--- src/rtl/instr_encoder_if.sv ---
// Request and write-back bus between a micro-op source and the instruction encoder.
// The request side, memory-write side and status signals travel together so the
// encoder has a single bus port.
interface instr_encoder_if #(
    parameter int DEPTH = 64
);
    localparam int CW = $clog2(DEPTH + 1);

    logic          clear;
    logic          in_valid;
    logic          in_ready;
    logic [2:0]    in_kind;
    logic [2:0]    in_alu;
    logic [4:0]    in_rd;
    logic [4:0]    in_rs1;
    logic [4:0]    in_rs2;
    logic [12:0]   in_imm;
    logic          out_valid;
    logic          out_ready;
    logic [31:0]   out_instr;
    logic [31:0]   out_addr;
    logic [CW-1:0] count;
    logic          full;
    logic          err_illegal;

    // Request source and memory sink
    modport master (
        output clear, in_valid, in_kind, in_alu, in_rd, in_rs1, in_rs2, in_imm, out_ready,
        input  in_ready, out_valid, out_instr, out_addr, count, full, err_illegal
    );

    // Encoder
    modport slave (
        input  clear, in_valid, in_kind, in_alu, in_rd, in_rs1, in_rs2, in_imm, out_ready,
        output in_ready, out_valid, out_instr, out_addr, count, full, err_illegal
    );
endinterface

--- src/rtl/instr_encoder.sv ---
// RV32I instruction encoder: packs decoded micro-op requests into 32-bit words and
// streams them with an incrementing byte address toward instruction memory.
//
// state   | meaning
// EMPTY   | out_valid = 0, full = 0; ready for a request
// PENDING | out_valid = 1; word waiting for memory to take it
// FULL    | full = 1; no further requests until clear/reset, last word still drains
//
// The state is implied by out_valid_q and count_q rather than stored separately.
module instr_encoder #(
    parameter logic [31:0] BASE_ADDR = 32'h0000_0000,
    parameter int          DEPTH     = 64
) (
    input  logic             clk,
    input  logic             rst_n,
    instr_encoder_if.slave   bus
);
    localparam int CW = $clog2(DEPTH + 1);

    localparam logic [2:0] K_LW   = 3'b000;
    localparam logic [2:0] K_SW   = 3'b001;
    localparam logic [2:0] K_BEQ  = 3'b010;
    localparam logic [2:0] K_RALU = 3'b011;
    localparam logic [2:0] K_IALU = 3'b100;

    localparam logic [2:0] A_ADD = 3'b000;
    localparam logic [2:0] A_SUB = 3'b001;
    localparam logic [2:0] A_SLT = 3'b101;
    localparam logic [2:0] A_OR  = 3'b011;
    localparam logic [2:0] A_AND = 3'b010;

    logic          out_valid_q, out_valid_d;
    logic [31:0]   out_instr_q, out_instr_d;
    logic [31:0]   out_addr_q,  out_addr_d;
    logic [CW-1:0] count_q,     count_d;
    logic          err_q,       err_d;

    logic          full;
    logic          in_ready;
    logic          accept;
    logic [2:0]    funct3;
    logic          alu_ok;
    logic [31:0]   enc_word;
    logic          enc_legal;
    logic [12:0]   imm;

    assign imm      = bus.in_imm;
    assign full     = (count_q == CW'(DEPTH));
    assign in_ready = !full && (!out_valid_q || bus.out_ready) && !bus.clear;
    assign accept   = bus.in_valid && in_ready;

    // Combinational encode of the request currently on the bus, with legality flag
    always_comb begin
        funct3    = 3'b000;
        alu_ok    = 1'b1;
        enc_word  = '0;
        enc_legal = 1'b0;
        case (bus.in_alu)
            A_ADD:   funct3 = 3'b000;
            A_SUB:   funct3 = 3'b000;
            A_SLT:   funct3 = 3'b010;
            A_OR:    funct3 = 3'b110;
            A_AND:   funct3 = 3'b111;
            default: alu_ok = 1'b0;
        endcase
        case (bus.in_kind)
            K_LW: begin
                enc_word  = {imm[11:0], bus.in_rs1, 3'b010, bus.in_rd, 7'b0000011};
                enc_legal = 1'b1;
            end
            K_SW: begin
                enc_word  = {imm[11:5], bus.in_rs2, bus.in_rs1, 3'b010, imm[4:0], 7'b0100011};
                enc_legal = 1'b1;
            end
            K_BEQ: begin
                enc_word  = {imm[12], imm[10:5], bus.in_rs2, bus.in_rs1, 3'b000,
                             imm[4:1], imm[11], 7'b1100011};
                enc_legal = 1'b1;
            end
            K_RALU: begin
                enc_word  = {(bus.in_alu == A_SUB) ? 7'b0100000 : 7'b0000000,
                             bus.in_rs2, bus.in_rs1, funct3, bus.in_rd, 7'b0110011};
                enc_legal = alu_ok;
            end
            K_IALU: begin
                // There is no subi in RV32I; sub on the immediate path is rejected.
                enc_word  = {imm[11:0], bus.in_rs1, funct3, bus.in_rd, 7'b0010011};
                enc_legal = alu_ok && (bus.in_alu != A_SUB);
            end
            default: begin
                enc_word  = '0;
                enc_legal = 1'b0;
            end
        endcase
    end

    // Next-state for the output register, counter and error pulse
    always_comb begin
        out_valid_d = out_valid_q;
        out_instr_d = out_instr_q;
        out_addr_d  = out_addr_q;
        count_d     = count_q;
        err_d       = 1'b0;
        if (bus.clear) begin
            out_valid_d = 1'b0;
            out_instr_d = '0;
            out_addr_d  = BASE_ADDR;
            count_d     = '0;
        end else begin
            err_d = accept && !enc_legal;
            if (accept && enc_legal) begin
                out_valid_d = 1'b1;
                out_instr_d = enc_word;
                out_addr_d  = BASE_ADDR + (32'(count_q) << 2);
                count_d     = count_q + CW'(1);
            end else if (bus.out_ready) begin
                out_valid_d = 1'b0;
            end
        end
    end

    // State registers with synchronous active-low reset
    always_ff @(posedge clk) begin
        if (!rst_n) begin
            out_valid_q <= 1'b0;
            out_instr_q <= '0;
            out_addr_q  <= BASE_ADDR;
            count_q     <= '0;
            err_q       <= 1'b0;
        end else begin
            out_valid_q <= out_valid_d;
            out_instr_q <= out_instr_d;
            out_addr_q  <= out_addr_d;
            count_q     <= count_d;
            err_q       <= err_d;
        end
    end

    assign bus.in_ready    = in_ready;
    assign bus.out_valid   = out_valid_q;
    assign bus.out_instr   = out_instr_q;
    assign bus.out_addr    = out_addr_q;
    assign bus.count       = count_q;
    assign bus.full        = full;
    assign bus.err_illegal = err_q;
endmodule
--- src/flat_wrapper.sv ---
// flat-port wrapper written by rule: the top's interface ports become plain ports
module instr_encoder_flat 
#(
    parameter logic [31:0] BASE_ADDR = 32'h0000_0000,
    parameter int          DEPTH     = 64
)
  (clk, rst_n, bus_clear, bus_in_valid, bus_in_kind, bus_in_alu, bus_in_rd, bus_in_rs1, bus_in_rs2, bus_in_imm, bus_out_ready, bus_in_ready, bus_out_valid, bus_out_instr, bus_out_addr, bus_count, bus_full, bus_err_illegal);
  instr_encoder_if #(.DEPTH(DEPTH)) bus_i ();
  input  logic clk;
  input  logic rst_n;
  input wire logic [$bits(bus_i.clear)-1:0] bus_clear;
  input wire logic [$bits(bus_i.in_valid)-1:0] bus_in_valid;
  input wire logic [$bits(bus_i.in_kind)-1:0] bus_in_kind;
  input wire logic [$bits(bus_i.in_alu)-1:0] bus_in_alu;
  input wire logic [$bits(bus_i.in_rd)-1:0] bus_in_rd;
  input wire logic [$bits(bus_i.in_rs1)-1:0] bus_in_rs1;
  input wire logic [$bits(bus_i.in_rs2)-1:0] bus_in_rs2;
  input wire logic [$bits(bus_i.in_imm)-1:0] bus_in_imm;
  input wire logic [$bits(bus_i.out_ready)-1:0] bus_out_ready;
  output wire logic [$bits(bus_i.in_ready)-1:0] bus_in_ready;
  output wire logic [$bits(bus_i.out_valid)-1:0] bus_out_valid;
  output wire logic [$bits(bus_i.out_instr)-1:0] bus_out_instr;
  output wire logic [$bits(bus_i.out_addr)-1:0] bus_out_addr;
  output wire logic [$bits(bus_i.count)-1:0] bus_count;
  output wire logic [$bits(bus_i.full)-1:0] bus_full;
  output wire logic [$bits(bus_i.err_illegal)-1:0] bus_err_illegal;
  assign bus_i.clear = bus_clear;
  assign bus_i.in_valid = bus_in_valid;
  assign bus_i.in_kind = bus_in_kind;
  assign bus_i.in_alu = bus_in_alu;
  assign bus_i.in_rd = bus_in_rd;
  assign bus_i.in_rs1 = bus_in_rs1;
  assign bus_i.in_rs2 = bus_in_rs2;
  assign bus_i.in_imm = bus_in_imm;
  assign bus_i.out_ready = bus_out_ready;
  assign bus_in_ready = bus_i.in_ready;
  assign bus_out_valid = bus_i.out_valid;
  assign bus_out_instr = bus_i.out_instr;
  assign bus_out_addr = bus_i.out_addr;
  assign bus_count = bus_i.count;
  assign bus_full = bus_i.full;
  assign bus_err_illegal = bus_i.err_illegal;
  instr_encoder #(.BASE_ADDR(BASE_ADDR), .DEPTH(DEPTH)) u_core (.clk(clk), .rst_n(rst_n), .bus(bus_i));
endmodule
--- config.mk ---
export PLATFORM = sky130hd
export DESIGN_NAME = instr_encoder_flat
export DESIGN_NICKNAME = d
export VERILOG_FILES = /design/src/rtl/instr_encoder_if.sv /design/src/rtl/instr_encoder.sv /design/src/flat_wrapper.sv
export SDC_FILE = /design/constraint.sdc
export NUM_CORES = 1
export LEC_CHECK = 0
export CORE_MARGIN = 2
export CORE_UTILIZATION = 41
export DETAILED_ROUTE_END_ITERATION = 6
export GPL_TIMING_DRIVEN = 0
export PLACE_DENSITY = 0.91
export SYNTH_ARGS = -nofsm -noshare
export SYNTH_HDL_FRONTEND = slang
export SYNTH_SLANG_ARGS = --single-unit
--- constraint.sdc ---
create_clock -name clk -period 2.2 [get_ports clk]
set_clock_uncertainty 0.15 [all_clocks]
set_input_delay 0.33 -clock clk [delete_from_list [all_inputs] [get_ports clk]]
set_output_delay 0.33 -clock clk [all_outputs]
set_load 0.01 [all_outputs]
# Word level (Yosys, flattened, before mapping)
# Cells that the tools add are included.
[totals]
register_bits = 48
in_bits = 39
out_inout_bits = 75
word_cells = 41
[op_classes]
add_sub_neg = 1
eq_ne = 10
mux = 7
n_bitwise = 1
reduce_logical = 17
[ops]
columns = ["cell", "count"]
rows = [
  ["$pmux 32 s5", 1],
  ["$eq 3x2->1 const B", 4],
  ["$pmux 3 s3", 1],
  ["$add 7x1->7 const B", 1],
  ["$eq 7x7->1 const B", 1],
  ["$eq 3x1->1 const B", 2],
  ["$eq 3x3->1 const B", 2],
  ["$logic_and 1x1->1", 6],
  ["$logic_not 3->1", 2],
  ["$mux 6", 1],
  ["$reduce_or 5->1", 1],
  ["$logic_not 1->1", 4],
  ["$mux 1", 3],
  ["$ne 3x1->1 const B", 1],
  ["$pmux 1 s3", 1],
  ["$reduce_or 3->1", 1],
  ["$reduce_bool 2->1", 1],
  ["$reduce_or 2->1", 1],
  ["$logic_or 1x1->1", 1],
  ["$not 1->1", 1],
]

# Depth between registers and ports, before layout
[depth]
ltp_word = 7
ltp_mapped = 8
depth_no_buf = 7

# Least setup slack after synthesis
# No wires, ideal clock.
[synth_timing]
kind = "register to register"
startpoint = "register u_core.count_q[0] (netlist: u_core.bus.count[0])"
endpoint = "register u_core.count_q[6] (netlist: u_core.bus.count[6])"
setup_time_ps = 70
t_arrival_ps = 1911
setup_slack_ps = 69
stages_incl_launch_ff = 8
period_less_slack_ps = 2131
path_cell_list = "dfxtp_1 > inv_1 > ha_1 > nor4b_4 > a211oi_4 > nand2_4 > or4_1 > a21oi_1"
[synth_via]
elab_chain_len = 6
[synth_rtl]
columns = ["element", "line_no", "text"]
rows = [
  ["start, declared", "instr_encoder.sv:35", "logic [CW-1:0] count_q, count_d;"],
  ["start signal, assigned", "instr_encoder.sv:134", "count_q <= count_d;"],
  ["$eq 7x7->1", "instr_encoder.sv:48", "assign full = (count_q == CW'(DEPTH));"],
  ["$logic_not 1->1", "instr_encoder.sv:49", "assign in_ready = !full && (!out_valid_q || bus.out_ready) && !bus.clear;"],
  ["$logic_and 1x1->1 (2 in series)", "instr_encoder.sv:49", ""],
  ["named net bus_in_ready", "flat_wrapper.sv:20", "output wire logic [$bits(bus_i.in_ready)-1:0] bus_in_ready;"],
  ["$logic_and 1x1->1", "instr_encoder.sv:50", "assign accept = bus.in_valid && in_ready;"],
  ["$logic_and 1x1->1", "instr_encoder.sv:111", "if (accept && enc_legal) begin"],
]
# The timed path passes the listed nets, and every way through them passes these cells.
# A chain may end at the register's enable or synchronous reset.

# Worst setup path after layout
[layout_timing]
startpoint = "register u_core.count_q[0] (netlist: u_core.bus.count[0])"
endpoint = "output port bus_in_ready"
[layout_via]
elab_chain_len = 4
[layout_rtl]
columns = ["element", "line_no"]
rows = [
  ["$eq 7x7->1", "instr_encoder.sv:48"],
  ["$logic_not 1->1", "instr_encoder.sv:49"],
  ["$logic_and 1x1->1 (2 in series)", "instr_encoder.sv:49"],
  ["end, declared", "flat_wrapper.sv:20"],
]
# No other way between the ends.

==> qor.csv <==
stage,metric,value,unit
setup_path,end_kind,primary output,
sta,slew_headroom,0.620,
power,p_int,0.00123,W
route,dr.pass1.iters,4,
cells_and_area,layout.nets,449,
power,p_clk_frac,0.302,
synthesis,synthTopCellsByArea,"dfxtp_1 (37%), buf_4 (8.7%), a21oi_1 (6.7%)",
setup_path,path_max_fanout,5,
power,peakVddDrop,355,µV
setup_path,slowest_stage,dfxtp_4,
synthesis,ys_types,49,
global_route,grt_pass1_vias,2328,
synthesis,ys_seq_area_frac,0.375,
synthesis,syn-cell-area,2400,µm²
setup_path,critPathLaunchType,flip-flop,
flow_run,maxCapViolations,0,
power,cellPowerDensity,473,nW/µm²
placed_design,dp.cells,464,
floorplanning,start_util,0.431,
setup_path,required,1.72,ns
floorplanning,die_y,80.6,µm
setup_path,cp_cell_sequence,"inv_2, ha_2, nor4b_4, buf_4, a211oi_4, buf_2",
placed_design,dpl.hpwl,5.39,mm
cells_and_area,fin_cells,481,
floorplanning,pin_count,114,
synthesis,ys_async_sr_fraction,0,
cts,cts_tree,done,
synthesis,yosys_warnings,0,
placed_design,gp_congestion,0.834,
floorplanning,std_cell_rows,27,
synthesis,synth_top_area_cell,dfxtp_1,
route,routedWlPerCell,15.3,µm
floorplanning,die-area,6490,µm²
power,switching_power,0.000491,W
setup_path,criticalPathCategory,flip-flop to primary output,
cells_and_area,syn_to_final_growth,51.5,%
cts,cts_root_buf,clkbuf_8,
hold_path,worstHoldStart,u_core.bus.out_addr[3],
global_route,grt.overflow.total,0,
floorplanning,core,5570,µm²
synthesis,synth_top_area_share,0.375,
synthesis,synth_edf_count,0,
setup_path,reg2reg_from,u_core.bus.count[0],
placed_design,placed_cell_area,3440,µm²
sta,worst_pin_slew,0.570,ns
sta,period_share,0.977,
cells_and_area,fin_util,0.653,
sta,max_freq,0.465,GHz
power,p_sw_frac,0.285,
route,drc,0,
placed_design,io_buffers,85,
cells_and_area,antenna_cells,0,
route,vias,2539,
setup_path,slowest_delay,0.38,ns
power,p_leak,1.41,nW
status,status,finished clean,
synthesis,synth-main-ff-cell,dfxtp_1,
setup_path,worstPathArrival,1.67,ns
global_route,grtUsageTotal,0.215,
setup_path,startpoint,u_core.bus.count[0],
cts,insertion_delay,0.31,ns
hold_path,hp-class,flip-flop to flip-flop,
synthesis,avgSynthCellArea,8.55,µm²
power,p_comb_frac,0.216,
floorplanning,die_x,80.6,µm
sta,period_minus_slack,2.15,ns
route,route.antenna.remaining_nets,0,
cts,clock_path_buffers,2,
cells_and_area,fin_area,3640,µm²
power,pwr-share-seq,0.481,
cts,cts.clk_slew.worst_paths,0.09,ns
sta,slew_violations,0,
cts,numClockSinks,45,
cts,cts_buffers,5,
route,wl,7.36,mm
sta,finalHoldViolCount,0,
cts,cts_max_level,2,
global_route,grt_pass1_wl,11.0,mm
route,avgViaCountPerCell,5.28,
global_route,antenna_found_initial,0,
power,finalPower,0.00172,W
synthesis,netlist_instances,281,
cells_and_area,layout-drive-gt1-share,0.186,
synthesis,ys_seq_elements,45,
sta,report.final.setup_viol,0,
global_route,grt_max_degree,16,
route,drtIter0Drc,214,
## cells in the mapped netlist, drive strengths merged (2+ instances only)
| cell | number |
|---|---|
| ha | 2 |
| o211ai | 2 |
| o21a | 2 |
| clkbuf | 15 |
| nor3b | 5 |
| buf | 36 |
| nand2 | 19 |
| nand4 | 8 |
| and4 | 5 |
| a21oi | 32 |
| nor2 | 6 |
| dfxtp | 45 |
| inv | 8 |
| nor4 | 2 |
| and3 | 2 |
| nand2b | 4 |
| a211oi | 14 |
| nand3 | 12 |
| a221oi | 5 |
| nor2b | 5 |
| mux2i | 8 |
| mux2 | 5 |
| nor3 | 4 |
| o21ai | 17 |
## power by group through the flow
| stage | sequential, W | clock [W] | combinational (W) |
|---|---|---|---|
| after floorplan | 0.000855 | 0 | 0.000195 |
| after global placement | 0.000850 | 0 | 0.000338 |
| after detailed placement | 0.000851 | 0 | 0.000345 |
| after CTS | 0.000831 | 0.000526 | 0.000356 |
| after global routing | 0.000831 | 0.000559 | 0.000399 |
| final | 0.000830 | 0.000521 | 0.000373 |
## critical path, delay by kind of cell (launching register included)
kind / cells / cell delay (ns)
buf+inv: 3 / 0.40
compound gates: 1 / 0.29
simple gates: 1 / 0.12
flops: 1 / 0.38
fa+ha+maj: 1 / 0.17
## worst paths after layout
| kind | slack, ns | depth (start not counted) | end |
|---|---|---|---|
| worst max-delay path | 0.05 | 6 | bus_in_ready |
| worst min-delay path | 0.32 | 2 | u_core.bus.out_addr[3] |
| worst max register to register | 0.10 | 9 | u_core.bus.out_addr[7] |
| worst min register to register | 0.32 | 2 | u_core.bus.out_addr[3] |
## flip-flops by register name, indices dropped and copies added, names as in the netlist
| register | flops |
|---|---|
| u_core.bus.out_valid | 1 |
| u_core.bus.err_illegal | 1 |
| u_core.bus.count | 7 |
| u_core.bus.out_addr | 7 |
| u_core.bus.out_instr | 29 |
## metal layers
layer	track usage	wire length [µm]
met3	0.0483	666
met5	0	0
met1	0.265	2930
met4	0.0627	131
met2	0.372	3630
## placed cells by master, fill, tap and decap left out, types with 7 or more instances in the layout
cell type	netlist	layout
a211oi_1	12	12
a21oi_1	32	31
buf_4	28	39
clkbuf_1	15	9
clkdlybuf4s50_1	0	83
conb_1	1	27
dfxtp_1	45	43
inv_1	8	7
mux2i_1	8	8
nand2_1	18	18
nand3_1	12	12
nand4_1	8	8
o21ai_0	17	17
## kinds of logic after synthesis
logic type / count (synthesis) / synth area share
fa+ha+maj: 2 / 0.0104
other cells: 1 / 0.00156
buf+inv: 59 / 0.140
simple gates: 77 / 0.192
flops: 45 / 0.375
compound gates: 83 / 0.222
xor+xnor: 1 / 0.00364
mux: 13 / 0.0567
## layout make-up
cell class,count,area (µm²)
Buffer,51,333
Sequential cell,45,908
Inverter,8,30.0
Clock buffer,5,68.8
Tap cell,72,90.1
Fill cell,480,1930
Clock inverter,3,21.3
Multi-Input combinational cell,203,1280
Timing Repair Buffer,94,912
## what timing repair did
| action | 4_1_cts | 5_1_grt |
|---|---|---|
| setup endpoints to repair | 26 | 30 |
| hold endpoints to repair | 0 | 0 |
| pin swaps | 3 | 5 |
| buffers inserted | 6 | 3 |
| hold buffers | 0 | 0 |
| resized for setup | 14 | 18 |
## stage by stage
| step | hold WS [ns] | TNS [ns] | setup WS (ns) |
|---|---|---|---|
| 3_5_place_dp | 0.299 | -6.01 | -0.264 |
| 6_report | 0.317 | 0 | 0.0495 |
| 4_1_cts | 0.317 | 0 | 0.0172 |
| 5_1_grt | 0.344 | -0.0126 | -0.0126 |
| 3_3_place_gp | 0.295 | -4.03 | -0.190 |
| 2_1_floorplan | 0.323 | 0 | 0.0690 |
No activity file was read; power rests on OpenSTA's default activity.
